===== config.mk =====
export PLATFORM = sky130hd
export DESIGN_NAME = lsu_mem_stage_flat
export DESIGN_NICKNAME = d
export VERILOG_FILES = /design/src/rtl/bamboo_pkg.sv /design/src/rtl/lsu_mem_stage_if.sv /design/src/rtl/lsu_align.sv /design/src/rtl/lsu_mem_stage.sv /design/src/flat_wrapper.sv
export SDC_FILE = /design/constraint.sdc
export NUM_CORES = 1
export LEC_CHECK = 0
export CORE_MARGIN = 10
export CORE_UTILIZATION = 40
export CTS_CLUSTER_DIAMETER = 150
export DETAILED_ROUTE_END_ITERATION = 7
export PLACE_DENSITY_LB_ADDON = 0.2
export RECOVER_POWER = 25
export SYNTH_ARGS = -nofsm -noshare
export SYNTH_HDL_FRONTEND = slang
export SYNTH_HIERARCHICAL = 1
export SYNTH_SLANG_ARGS = --single-unit
export TNS_END_PERCENT = 5

===== constraint.sdc =====
create_clock -name clk -period 4 [get_ports clk]
set_input_delay 0.6 -clock clk [delete_from_list [all_inputs] [get_ports clk]]
set_output_delay 0.6 -clock clk [all_outputs]
set_load 0.005 [all_outputs]

===== src/rtl/bamboo_pkg.sv =====
// Shared definitions for the bamboo core's load/store unit.
//   - funct3 access-width encodings (F3_B, F3_H, F3_W, F3_BU, F3_HU)
//   - LSU memory-stage state enum (IDLE / REQ / RESP)
package bamboo_pkg;

  localparam logic [2:0] F3_B  = 3'b000;
  localparam logic [2:0] F3_H  = 3'b001;
  localparam logic [2:0] F3_W  = 3'b010;
  localparam logic [2:0] F3_BU = 3'b100;
  localparam logic [2:0] F3_HU = 3'b101;

  typedef enum logic [1:0] {
    LSU_IDLE = 2'd0,
    LSU_REQ  = 2'd1,
    LSU_RESP = 2'd2
  } lsu_state_e;

endpackage


===== src/rtl/lsu_mem_stage_if.sv =====
// Bundle of the memory stage's handshake and bus signals.
//   execute side : ex_valid_i / ex_ready_o, load_i, store_i, funct3_i,
//                  addr_i, wdata_i, rd_i
//   data memory  : dmem_req_o, dmem_we_o, dmem_addr_o, dmem_be_o,
//                  dmem_wdata_o, dmem_gnt_i, dmem_rvalid_i, dmem_rdata_i
//   writeback    : wb_valid_o, wb_we_o, wb_rd_o, wb_data_o,
//                  misalign_o, bus_err_o
// Modport slave is the stage's view, master is the surrounding core/bench.
//
// Handshakes: an instruction transfers on a rising edge where
// ex_valid_i & ex_ready_o; a bus request transfers on a rising edge where
// dmem_req_o & dmem_gnt_i, and req/addr/we/be/wdata stay stable until then;
// read data is taken on the first rising edge with dmem_rvalid_i after the
// grant; wb_valid_o is a one-cycle pulse with no back-pressure.
interface lsu_mem_stage_if;
  logic        ex_valid_i;
  logic        ex_ready_o;
  logic        load_i;
  logic        store_i;
  logic [2:0]  funct3_i;
  logic [31:0] addr_i;
  logic [31:0] wdata_i;
  logic [4:0]  rd_i;

  logic        dmem_req_o;
  logic        dmem_we_o;
  logic [31:0] dmem_addr_o;
  logic [3:0]  dmem_be_o;
  logic [31:0] dmem_wdata_o;
  logic        dmem_gnt_i;
  logic        dmem_rvalid_i;
  logic [31:0] dmem_rdata_i;

  logic        wb_valid_o;
  logic        wb_we_o;
  logic [4:0]  wb_rd_o;
  logic [31:0] wb_data_o;
  logic        misalign_o;
  logic        bus_err_o;

  modport slave (
    input  ex_valid_i, load_i, store_i, funct3_i, addr_i, wdata_i, rd_i,
    input  dmem_gnt_i, dmem_rvalid_i, dmem_rdata_i,
    output ex_ready_o,
    output dmem_req_o, dmem_we_o, dmem_addr_o, dmem_be_o, dmem_wdata_o,
    output wb_valid_o, wb_we_o, wb_rd_o, wb_data_o, misalign_o, bus_err_o
  );

  modport master (
    output ex_valid_i, load_i, store_i, funct3_i, addr_i, wdata_i, rd_i,
    output dmem_gnt_i, dmem_rvalid_i, dmem_rdata_i,
    input  ex_ready_o,
    input  dmem_req_o, dmem_we_o, dmem_addr_o, dmem_be_o, dmem_wdata_o,
    input  wb_valid_o, wb_we_o, wb_rd_o, wb_data_o, misalign_o, bus_err_o
  );
endinterface


===== src/rtl/lsu_align.sv =====
// Combinational byte-lane logic for the memory stage.
//   i_funct3, i_off  : access width/sign and byte offset addr[1:0]
//   i_is_store       : selects the store legality rules
//   i_wdata          : store data (rs2), i_rdata : word read from memory
//   o_be, o_wdata    : byte enables and lane-replicated store data
//   o_misalign       : misaligned access or illegal width
//   o_load           : extracted, sign/zero-extended load value
module lsu_align
  import bamboo_pkg::*;
(
  input  logic [2:0]  i_funct3,
  input  logic [1:0]  i_off,
  input  logic        i_is_store,
  input  logic [31:0] i_wdata,
  input  logic [31:0] i_rdata,
  output logic [3:0]  o_be,
  output logic [31:0] o_wdata,
  output logic        o_misalign,
  output logic [31:0] o_load
);
  logic [7:0]  w_byte;
  logic [15:0] w_half;

  assign w_byte = i_rdata[{i_off, 3'b000} +: 8];
  assign w_half = i_rdata[{i_off[1], 4'b0000} +: 16];

  always_comb begin
    o_be       = 4'b0000;
    o_wdata    = i_wdata;
    o_misalign = 1'b0;
    o_load     = 32'h0;
    case (i_funct3)
      F3_B, F3_BU: begin
        o_be       = 4'b0001 << i_off;
        o_wdata    = {4{i_wdata[7:0]}};
        // Stores have no unsigned variants.
        o_misalign = i_is_store && (i_funct3 == F3_BU);
        o_load     = (i_funct3 == F3_BU) ? {24'h0, w_byte}
                                         : {{24{w_byte[7]}}, w_byte};
      end
      F3_H, F3_HU: begin
        o_be       = 4'b0011 << i_off;
        o_wdata    = {2{i_wdata[15:0]}};
        o_misalign = i_off[0] || (i_is_store && (i_funct3 == F3_HU));
        o_load     = (i_funct3 == F3_HU) ? {16'h0, w_half}
                                         : {{16{w_half[15]}}, w_half};
      end
      F3_W: begin
        o_be       = 4'b1111;
        o_misalign = (i_off != 2'b00);
        o_load     = i_rdata;
      end
      default: o_misalign = 1'b1;
    endcase
  end
endmodule


===== src/rtl/lsu_mem_stage.sv =====
// Memory-access stage between execute and writeback.
//   clk, rst_n   : clock and asynchronous active-low reset
//   bus          : execute / data-memory / writeback signals (slave view)
//   o_dbg_state  : current FSM state
// Non-memory results pass straight to writeback one cycle after accept.
// Memory ops run IDLE -> REQ -> (RESP) -> IDLE with a shared timeout
// counter; every accepted instruction produces exactly one wb_valid_o pulse.
module lsu_mem_stage
  import bamboo_pkg::*;
#(
  parameter int unsigned MAX_WAIT = 255
) (
  input  logic           clk,
  input  logic           rst_n,
  lsu_mem_stage_if.slave bus,
  output lsu_state_e     o_dbg_state
);
  localparam logic [7:0] LP_CNT_LAST = 8'(MAX_WAIT - 1);

  lsu_state_e  r_state, w_state_nxt;
  logic [7:0]  r_cnt;
  logic [2:0]  r_funct3;
  logic [1:0]  r_off;
  logic [4:0]  r_rd;

  logic        r_dmem_req, r_dmem_we;
  logic [31:0] r_dmem_addr, r_dmem_wdata;
  logic [3:0]  r_dmem_be;
  logic        r_wb_valid, r_wb_we, r_misalign, r_bus_err;
  logic [4:0]  r_wb_rd;
  logic [31:0] r_wb_data;

  logic        w_ready, w_accept, w_is_mem, w_is_store, w_timeout;
  logic        w_st_done, w_ld_done, w_abort;
  logic [2:0]  w_align_f3;
  logic [1:0]  w_align_off;
  logic [3:0]  w_be;
  logic [31:0] w_wdata_rep, w_load_val;
  logic        w_misalign;

  assign w_ready    = (r_state == LSU_IDLE);
  assign w_accept   = bus.ex_valid_i & w_ready;
  assign w_is_mem   = bus.load_i | bus.store_i;
  // load_i wins when decode raises both flags.
  assign w_is_store = bus.store_i & ~bus.load_i;
  assign w_timeout  = (r_cnt == LP_CNT_LAST);

  // In IDLE the aligner checks the incoming op; afterwards it extracts
  // load data using the width/offset captured at accept.
  assign w_align_f3  = w_ready ? bus.funct3_i   : r_funct3;
  assign w_align_off = w_ready ? bus.addr_i[1:0] : r_off;

  lsu_align u_align (
    .i_funct3   (w_align_f3),
    .i_off      (w_align_off),
    .i_is_store (w_is_store),
    .i_wdata    (bus.wdata_i),
    .i_rdata    (bus.dmem_rdata_i),
    .o_be       (w_be),
    .o_wdata    (w_wdata_rep),
    .o_misalign (w_misalign),
    .o_load     (w_load_val)
  );

  always_ff @(posedge clk or negedge rst_n) begin
    if (!rst_n) r_state <= LSU_IDLE;
    else        r_state <= w_state_nxt;
  end

  // A load grant is progress, not completion, so the timeout still wins
  // over it; a store grant or load rvalid completes and beats the timeout.
  always_comb begin
    w_state_nxt = r_state;
    w_st_done   = 1'b0;
    w_ld_done   = 1'b0;
    w_abort     = 1'b0;
    case (r_state)
      LSU_IDLE: begin
        if (w_accept && w_is_mem && !w_misalign) w_state_nxt = LSU_REQ;
      end
      LSU_REQ: begin
        if (bus.dmem_gnt_i && r_dmem_we) begin
          w_st_done   = 1'b1;
          w_state_nxt = LSU_IDLE;
        end else if (w_timeout) begin
          w_abort     = 1'b1;
          w_state_nxt = LSU_IDLE;
        end else if (bus.dmem_gnt_i) begin
          w_state_nxt = LSU_RESP;
        end
      end
      LSU_RESP: begin
        if (bus.dmem_rvalid_i) begin
          w_ld_done   = 1'b1;
          w_state_nxt = LSU_IDLE;
        end else if (w_timeout) begin
          w_abort     = 1'b1;
          w_state_nxt = LSU_IDLE;
        end
      end
      default: w_state_nxt = LSU_IDLE;
    endcase
  end

  always_ff @(posedge clk or negedge rst_n) begin
    if (!rst_n) begin
      r_cnt        <= 8'h0;
      r_funct3     <= 3'b000;
      r_off        <= 2'b00;
      r_rd         <= 5'd0;
      r_dmem_req   <= 1'b0;
      r_dmem_we    <= 1'b0;
      r_dmem_addr  <= 32'h0;
      r_dmem_be    <= 4'h0;
      r_dmem_wdata <= 32'h0;
      r_wb_valid   <= 1'b0;
      r_wb_we      <= 1'b0;
      r_wb_rd      <= 5'd0;
      r_wb_data    <= 32'h0;
      r_misalign   <= 1'b0;
      r_bus_err    <= 1'b0;
    end else begin
      r_wb_valid <= 1'b0;
      r_wb_we    <= 1'b0;
      r_misalign <= 1'b0;
      r_bus_err  <= 1'b0;

      if (!w_ready) r_cnt <= r_cnt + 8'd1;

      if (w_accept) begin
        r_funct3 <= bus.funct3_i;
        r_off    <= bus.addr_i[1:0];
        r_rd     <= bus.rd_i;
        r_cnt    <= 8'h0;
        if (!w_is_mem) begin
          r_wb_valid <= 1'b1;
          r_wb_we    <= 1'b1;
          r_wb_rd    <= bus.rd_i;
          r_wb_data  <= bus.addr_i;
        end else if (w_misalign) begin
          r_wb_valid <= 1'b1;
          r_misalign <= 1'b1;
          r_wb_rd    <= bus.rd_i;
          r_wb_data  <= 32'h0;
        end else begin
          r_dmem_req   <= 1'b1;
          r_dmem_we    <= w_is_store;
          r_dmem_addr  <= {bus.addr_i[31:2], 2'b00};
          r_dmem_be    <= w_be;
          r_dmem_wdata <= w_wdata_rep;
        end
      end

      if (r_state == LSU_REQ && (bus.dmem_gnt_i || w_abort)) r_dmem_req <= 1'b0;

      if (w_st_done) begin
        r_wb_valid <= 1'b1;
        r_wb_rd    <= r_rd;
        r_wb_data  <= 32'h0;
      end
      if (w_ld_done) begin
        r_wb_valid <= 1'b1;
        r_wb_we    <= 1'b1;
        r_wb_rd    <= r_rd;
        r_wb_data  <= w_load_val;
      end
      if (w_abort) begin
        r_wb_valid <= 1'b1;
        r_bus_err  <= 1'b1;
        r_wb_rd    <= r_rd;
        r_wb_data  <= 32'h0;
      end
    end
  end

  assign bus.ex_ready_o   = w_ready;
  assign bus.dmem_req_o   = r_dmem_req;
  assign bus.dmem_we_o    = r_dmem_we;
  assign bus.dmem_addr_o  = r_dmem_addr;
  assign bus.dmem_be_o    = r_dmem_be;
  assign bus.dmem_wdata_o = r_dmem_wdata;
  assign bus.wb_valid_o   = r_wb_valid;
  assign bus.wb_we_o      = r_wb_we;
  assign bus.wb_rd_o      = r_wb_rd;
  assign bus.wb_data_o    = r_wb_data;
  assign bus.misalign_o   = r_misalign;
  assign bus.bus_err_o    = r_bus_err;
  assign o_dbg_state      = r_state;
endmodule


===== src/flat_wrapper.sv =====
// flat-port wrapper written by rule: the top's interface ports become plain ports
module lsu_mem_stage_flat import bamboo_pkg::*;
#(
  parameter int unsigned MAX_WAIT = 255
)
  (clk, rst_n, o_dbg_state, bus_ex_valid_i, bus_load_i, bus_store_i, bus_funct3_i, bus_addr_i, bus_wdata_i, bus_rd_i, bus_dmem_gnt_i, bus_dmem_rvalid_i, bus_dmem_rdata_i, bus_ex_ready_o, bus_dmem_req_o, bus_dmem_we_o, bus_dmem_addr_o, bus_dmem_be_o, bus_dmem_wdata_o, bus_wb_valid_o, bus_wb_we_o, bus_wb_rd_o, bus_wb_data_o, bus_misalign_o, bus_bus_err_o);
  lsu_mem_stage_if bus_i ();
  input  logic clk;
  input  logic rst_n;
  output lsu_state_e o_dbg_state;
  input wire logic [$bits(bus_i.ex_valid_i)-1:0] bus_ex_valid_i;
  input wire logic [$bits(bus_i.load_i)-1:0] bus_load_i;
  input wire logic [$bits(bus_i.store_i)-1:0] bus_store_i;
  input wire logic [$bits(bus_i.funct3_i)-1:0] bus_funct3_i;
  input wire logic [$bits(bus_i.addr_i)-1:0] bus_addr_i;
  input wire logic [$bits(bus_i.wdata_i)-1:0] bus_wdata_i;
  input wire logic [$bits(bus_i.rd_i)-1:0] bus_rd_i;
  input wire logic [$bits(bus_i.dmem_gnt_i)-1:0] bus_dmem_gnt_i;
  input wire logic [$bits(bus_i.dmem_rvalid_i)-1:0] bus_dmem_rvalid_i;
  input wire logic [$bits(bus_i.dmem_rdata_i)-1:0] bus_dmem_rdata_i;
  output wire logic [$bits(bus_i.ex_ready_o)-1:0] bus_ex_ready_o;
  output wire logic [$bits(bus_i.dmem_req_o)-1:0] bus_dmem_req_o;
  output wire logic [$bits(bus_i.dmem_we_o)-1:0] bus_dmem_we_o;
  output wire logic [$bits(bus_i.dmem_addr_o)-1:0] bus_dmem_addr_o;
  output wire logic [$bits(bus_i.dmem_be_o)-1:0] bus_dmem_be_o;
  output wire logic [$bits(bus_i.dmem_wdata_o)-1:0] bus_dmem_wdata_o;
  output wire logic [$bits(bus_i.wb_valid_o)-1:0] bus_wb_valid_o;
  output wire logic [$bits(bus_i.wb_we_o)-1:0] bus_wb_we_o;
  output wire logic [$bits(bus_i.wb_rd_o)-1:0] bus_wb_rd_o;
  output wire logic [$bits(bus_i.wb_data_o)-1:0] bus_wb_data_o;
  output wire logic [$bits(bus_i.misalign_o)-1:0] bus_misalign_o;
  output wire logic [$bits(bus_i.bus_err_o)-1:0] bus_bus_err_o;
  assign bus_i.ex_valid_i = bus_ex_valid_i;
  assign bus_i.load_i = bus_load_i;
  assign bus_i.store_i = bus_store_i;
  assign bus_i.funct3_i = bus_funct3_i;
  assign bus_i.addr_i = bus_addr_i;
  assign bus_i.wdata_i = bus_wdata_i;
  assign bus_i.rd_i = bus_rd_i;
  assign bus_i.dmem_gnt_i = bus_dmem_gnt_i;
  assign bus_i.dmem_rvalid_i = bus_dmem_rvalid_i;
  assign bus_i.dmem_rdata_i = bus_dmem_rdata_i;
  assign bus_ex_ready_o = bus_i.ex_ready_o;
  assign bus_dmem_req_o = bus_i.dmem_req_o;
  assign bus_dmem_we_o = bus_i.dmem_we_o;
  assign bus_dmem_addr_o = bus_i.dmem_addr_o;
  assign bus_dmem_be_o = bus_i.dmem_be_o;
  assign bus_dmem_wdata_o = bus_i.dmem_wdata_o;
  assign bus_wb_valid_o = bus_i.wb_valid_o;
  assign bus_wb_we_o = bus_i.wb_we_o;
  assign bus_wb_rd_o = bus_i.wb_rd_o;
  assign bus_wb_data_o = bus_i.wb_data_o;
  assign bus_misalign_o = bus_i.misalign_o;
  assign bus_bus_err_o = bus_i.bus_err_o;
  lsu_mem_stage #(.MAX_WAIT(MAX_WAIT)) u_core (.clk(clk), .rst_n(rst_n), .bus(bus_i), .o_dbg_state(o_dbg_state));
endmodule

After elaboration in Yosys (flattened, before gate mapping)
Cells that the tools add are included.
{ "op_classes": {"add_sub_neg": 1, "n_eq_ne": 13, "n_shift": 4, "muxes": 53, "n_bitwise": 5, "reduce_logical": 21} }
{ "ops": {"columns": ["operator", "n"], "rows": [
  ["two-way mux 32 bit", 8],
  ["one-hot mux 32 bit (3 select lines)", 1],
  ["one-hot mux 32 bit (2 select lines)", 1],
  ["variable part select 32 x 6 -> 16 bit", 1],
  ["variable part select 32 x 6 -> 8 bit", 1],
  ["two-way mux 5 bit", 6],
  ["two-way mux 1 bit", 23],
  ["two-way mux 8 bit", 2],
  ["two-way mux 2 bit", 7],
  ["one-hot mux 4 bit (3 select lines)", 1],
  ["AND reduction 3 bit", 3],
  ["adder 8 x 1 -> 8 bit (second input constant)", 1],
  ["== test 8 bit (second input constant)", 1],
  ["== test 3 bit (second input constant)", 2],
  ["logical AND 1 bit", 6],
  ["inequality test 2 bit (second input constant)", 3],
  ["one-hot mux 2 bit (3 select lines)", 1],
  ["nonzero test 2 bit", 3],
  ["inequality test 5 bit (second input constant)", 1],
  ["inequality test 4 x 2 -> 1 bit (second input constant)", 1],
  ["nonzero test 4 bit", 1],
  ["OR reduction 2 bit", 2],
  ["left shift 1 x 2 -> 4 bit (first input constant)", 1],
  ["left shift 2 x 2 -> 4 bit (first input constant)", 1],
  ["other kinds (16)", 19]
]} }
{ "totals": {"ff_bits": 129, "inputBits": 111, "elab_cells": 113} }

Longest topological paths before layout
{ "depth": {"depth_word": 12, "depth_mapped": 14, "ltp_nobuf": 8} }

Cells and area by module
The synthesis kept the hierarchy.
{ "by_module_without_submodules": {"columns": ["module", "n_inst", "cells_per_inst", "area_per_inst_um2", "seq_area_each_um2"], "rows": [
  ["lsu_mem_stage", 1, 528, 5552.8, 3228.1],
  ["lsu_align", 1, 190, 1511.4, 0.0]
]} }

Least setup slack after synthesis
No wires, ideal clock.
{ "synth_timing": {"path_type": "reg-to-reg", "startpoint": "reg u_core.r_state[1], in the netlist u_core/o_dbg_state[1]", "endpoint": "reg u_core.r_dmem_addr[21], in the netlist u_core/bus.dmem_addr_o[21]", "setup_time_ns": 0.117, "arrival_ns": 3.036, "path_slack_ns": 0.847, "path_stages_with_launch": 14, "n_path_buf": 5, "synth_period_minus_slack_ns": 3.153, "cell_sequence": "dfrtp_1 inv_1 ha_1 clkbuf_1 mux2_2 clkbuf_1 nor2_1 a32oi_1 or3_1 buf_2 buf_6 buf_6 nand2_1 nand2_1"} }
{ "synth_between": {"elab_chain_len": 8, "elab_cells_between_ends": 18, "classes_between": "eq/ne (4); mux (3); bitwise (2); reduce/logical (9)"} }
{ "synth_lines": {"columns": ["element", "line_no", "rtl"], "rows": [
  ["start, declared", "lsu_mem_stage.sv:20", "lsu_state_e r_state, w_state_nxt;"],
  ["start signal, assigned", "lsu_mem_stage.sv:67", "else r_state <= w_state_nxt;"],
  ["logical NOT 2 bit (*)", "lsu_mem_stage.sv:41", "assign w_ready = (r_state == LSU_IDLE);"],
  ["via bus_ex_ready_o", "flat_wrapper.sv:21", "output wire logic [$bits(bus_i.ex_ready_o)-1:0] bus_ex_ready_o;"],
  ["two-way mux 3 bit (*)", "lsu_mem_stage.sv:50", "assign w_align_f3 = w_ready ? bus.funct3_i : r_funct3;"],
  ["via u_core.w_align_f3[2]", "lsu_mem_stage.sv:35", "logic [2:0] w_align_f3;"],
  ["== test 3 bit", "lsu_align.sv:32, lsu_align.sv:44", null],
  ["logical AND 1 bit", "lsu_align.sv:44", "o_misalign = i_off[0] || (i_is_store && (i_funct3 == F3_HU));"],
  ["logical OR 1 bit", "lsu_align.sv:44", null],
  ["one-hot mux 1 bit (3 select lines) (*)", "lsu_align.sv:32", "case (i_funct3)"],
  ["via u_core.w_misalign", "lsu_mem_stage.sv:39", "logic w_misalign;"],
  ["inverter 1 bit (no source line) (*)", null, null],
  ["AND reduction 3 bit (no source line) (*)", null, null],
  ["end signal, assigned", "lsu_mem_stage.sv:148", "r_dmem_addr <= {bus.addr_i[31:2], 2'b00};"],
  ["end, declared", "lsu_mem_stage.sv:27", "logic [31:0] r_dmem_addr, r_dmem_wdata;"]
]} }
The timed path passes the listed nets; every way through them passes the cells marked *.
A chain may end at the register's enable or synchronous reset.

Worst setup path in the final report
{ "layout_timing": {"startpoint": "reg u_core.r_state[1], in the netlist u_core/o_dbg_state[1]", "endpoint": "reg u_core.r_dmem_addr[10], in the netlist u_core/bus.dmem_addr_o[10]"} }
{ "layout_between": {"elab_chain_len": 8, "elab_cells_between_ends": 18, "classes_between": "eq/ne (4); mux (3); bitwise (2); reduce/logical (9)"} }
{ "layout_lines": {"columns": ["element", "line_no"], "rows": [
  ["logical NOT 2 bit (*)", "lsu_mem_stage.sv:41"],
  ["two-way mux 3 bit (*)", "lsu_mem_stage.sv:50"],
  ["via u_core.w_align_f3[2]", "lsu_mem_stage.sv:35"],
  ["== test 3 bit", "lsu_align.sv:32, lsu_align.sv:44"],
  ["logical AND 1 bit", "lsu_align.sv:44"],
  ["logical OR 1 bit", "lsu_align.sv:44"],
  ["one-hot mux 1 bit (3 select lines) (*)", "lsu_align.sv:32"],
  ["via u_core.w_misalign", "lsu_mem_stage.sv:39"],
  ["inverter 1 bit (no source line) (*)", null],
  ["AND reduction 3 bit (no source line) (*)", null]
]} }
Marked as above.

==> results.toml <==
[power_and_ir_drop]
swShare = 0.367
internal_power_uw = 5010
power.switching_uw = 2910
pwr-share-comb = 0.501
p_per_area_nw_per_um2 = 793
p_seq_frac = 0.276
ir_drop_mv = 0.479
leakagePower_uw = 0.00433
p_clk_frac = 0.223

[synthesis]
synth_area_leaders = "dfrtp_1 46%, nand2_1 12%, mux2_2 6.1%"
synth_cell_types = 54
synth.avg_cell_area_um2 = 9.84
ys_seq_elements = 129
synthSimpleGateAreaFrac = 0.156
async_reset_ff_frac = 1.00
synth.area.mux_share = 0.121
synth_fa_ha_area_frac = 0.00886
seq_area_frac_synth = 0.457
syn_area_um2 = 7060
syn_inst = 718
yosys.area.top_type_share = 0.457
yosysWarnings = 6
yosys-top-cells-count = "217 x nand2_1, 129 x dfrtp_1, 49 x a22oi_1"
synth_most_common_cell = "nand2_1"
yosysTopAreaCell = "dfrtp_1"
synth-main-ff-cell = "dfrtp_1"
synth_edf_count = 0
synth_top_family_by_area = "compound AO/OA/AOI/OAI gates"
synth_xor_area_frac = 0
synth_compound_area_frac = 0.196

[setup_path]
arrival_ns = 3.59
crit_slowest_cell = "or3_2"
crit_buf_inv = 3
path_cells = "inv_1 > ha_1 > mux2_2 > nor2_1 > a32oi_1 > buf_4 > or3_2 > buf_12 > nand2_1 > nand2_1"
cp_max_fo = 40
crit_path_max_incr_delay_ns = 0.80
cp-start-kind = "register"
end_kind = "register"
critPathKind = "register to register"
crit_start = "u_core/o_dbg_state[1]$_DFFE_PN0P_"
path_delay_family = "simple AND/OR/NAND/NOR gates"
critical_path_required_ns = 4.30
reg2reg_from = "u_core/o_dbg_state[1]$_DFFE_PN0P_"
crit_path_frequent_cell = "nand2_1"

[outcome]
failed_checks = "capacitance limit, slew limit"
status = "finished, violations left"

[sta]
slew_violations = 98
skew_ns = 0.00734
slew-limit-headroom = -0.642
layout_min_cycle_time_ns = 3.29
setup_viol = 0
max_freq_ghz = 0.304
worst_pin_slew_ns = 2.46
finalSetupTns_ns = 0
finalHoldViolCount = 0
fin_crit_sh = 0.823
rsz0062_at_grt = "no"

[floorplan]
ioPinCount = 225
initial_utilization = 0.408
die-area_um2 = 23400
fp.dieH_um = 153
core_area_um2 = 17300
die_w_um = 153
fp-row-count = 48

[run]
cap_violations = 1

[routing]
ant_nets = 0
routed_via_density = 5.37
drcViolationCount = 0
dr_total_vias = 6158
wl_per_cell_um = 20.4
drt-pass1-iter-count = 5
drtIter0Drc = 437
wirelength_mm = 23.4

[cells_and_area]
nFillCells = 1526
fin_util = 0.577
multi_input_area_um2 = 3430
diodes = 0
drive_gt1_frac = 0.128
synthToLayoutAreaGrowth_pct = 41.4
register_area_um2 = 3230
nets = 1026

[placement]
gp_congestion = 0.823
io_buffers = 222
post-dp-hpwl_mm = 16.7

[clock_tree]
h-tree-depth = 4
worstSkewPairLatency_ns = 0.42
cts_hold_buf = 0
cts_resized = 0
cts_tree = "done"
clock_path_buffers = 2
cts_setup_buffers = 0
cts_sinks = 129
clk_pin_slew_worst_paths_ns = 0.06
numCtsBuffers = 17
cts_root_buf = "clkbuf_16"

[grt]
grt_max_degree = 98
grt.met2_usage = 0.304
overflow = 0
gr-usage-all-layers = 0.198
grt_pass1_wl_mm = 37.4
antenna_found_initial = 1
grt_pass1_vias = 6293
busiest_layer = "met2"
use_met1 = 0.255
use_met3 = 0.0875

[min_path]
hold_path.class = "register to register"
min-delay-start = "u_core/bus.dmem_addr_o[3]$_DFFE_PN0P_"
==> final timing paths <==
path	cells after the start	slack [ns]	to
setup / recovery	10	0.71	u_core/bus.dmem_addr_o[10]$_DFFE_PN0P_
hold / removal	2	0.47	u_core/bus.dmem_addr_o[3]$_DFFE_PN0P_
setup reg to reg	10	0.71	u_core/bus.dmem_addr_o[10]$_DFFE_PN0P_
hold reg to reg	2	0.47	u_core/bus.dmem_addr_o[3]$_DFFE_PN0P_
max in group asynchronous	1	1.62	u_core/bus.dmem_addr_o[6]$_DFFE_PN0P_
min in group asynchronous	1	0.93	u_core/bus.dmem_wdata_o[4]$_DFFE_PN0P_
==> state kept, by name (all words and copies together), names as in the netlist <==
name                     cells
u_core/bus.dmem_wdata_o     32
u_core/bus.wb_data_o        32
u_core/bus.dmem_addr_o      30
u_core/r_cnt                 8
u_core/bus.wb_rd_o           5
u_core/r_rd                  5
u_core/bus.dmem_be_o         4
u_core/r_funct3              3
u_core/o_dbg_state           2
u_core/r_off                 2
u_core/bus.bus_err_o         1
u_core/bus.dmem_req_o        1
u_core/bus.dmem_we_o         1
u_core/bus.misalign_o        1
u_core/bus.wb_valid_o        1
u_core/bus.wb_we_o           1
==> routing by layer <==
layer  vias to the layer above  part of all wire
li1                       2930                 -
met1                      2992              0.43
met2                       222              0.46
met3                        12             0.099
met4                         2            0.0058
met5                         -           0.00051
==> power by group through the flow <==
| stage | combinational (uW) | clock, uW | sequential, uW |
|---|---|---|---|
| 2_1_floorplan | 2260 | 0 | 2210 |
| 3_3_place_gp | 3960 | 0 | 2180 |
| 3_5_place_dp | 4000 | 0 | 2190 |
| 4_1_cts | 4020 | 1800 | 2180 |
| 5_1_grt | 4360 | 1860 | 2260 |
| 6_report | 3960 | 1770 | 2180 |
==> tightest hold or removal path: cells and delay by family, from the launching register on <==
| family | cells | cell delay (ns) |
|---|---|---|
| simple gates | 2 | 0.10 |
| flops | 1 | 0.34 |
==> logic make-up (layout without fill, tap and decap cells) <==
family          count (synthesis)  in the layout
simple gates                  266            266
flops                         129            129
buf+inv                        73            276
fa+ha+maj                       5              5
compound gates                175            175
other cells                     1              2
mux                            69             69
==> through the flow <==
stage	total power [uW]	worst slack [ns]	instance area, um2	instances	hold WS (ns)
floorplan	4470	0.847	7070	719	0.304
global placement	6140	0.678	9330	1116	0.456
detailed placement	6190	0.618	9330	1116	0.461
CTS	8010	0.696	9990	1147	0.329
global route	8470	0.506	9990	1147	0.498
finish	7920	0.708	9990	1147	0.471
==> cells in the final DEF (no fill, tap or decap), types with 14 or more instances in the layout <==
| cell type | count |
|---|---|
| o2bb2ai_1 | 22 |
| o21ai_0 | 31 |
| dfrtp_1 | 129 |
| a211oi_1 | 16 |
| mux2_2 | 38 |
| mux2i_1 | 22 |
| clkdlybuf4s50_1 | 221 |
| nand2_1 | 217 |
| buf_4 | 14 |
| clkbuf_16 | 17 |
| a22oi_1 | 49 |
==> area by class of cell <==
class	instances	area share
well taps	225	0.0282
clock inverters	14	0.0238
inverters	7	0.00263
clock buffers	17	0.0426
multi-input cells	517	0.343
flip-flops and latches	129	0.323
repair buffers	238	0.237
(Power assumes the default switching activity.)
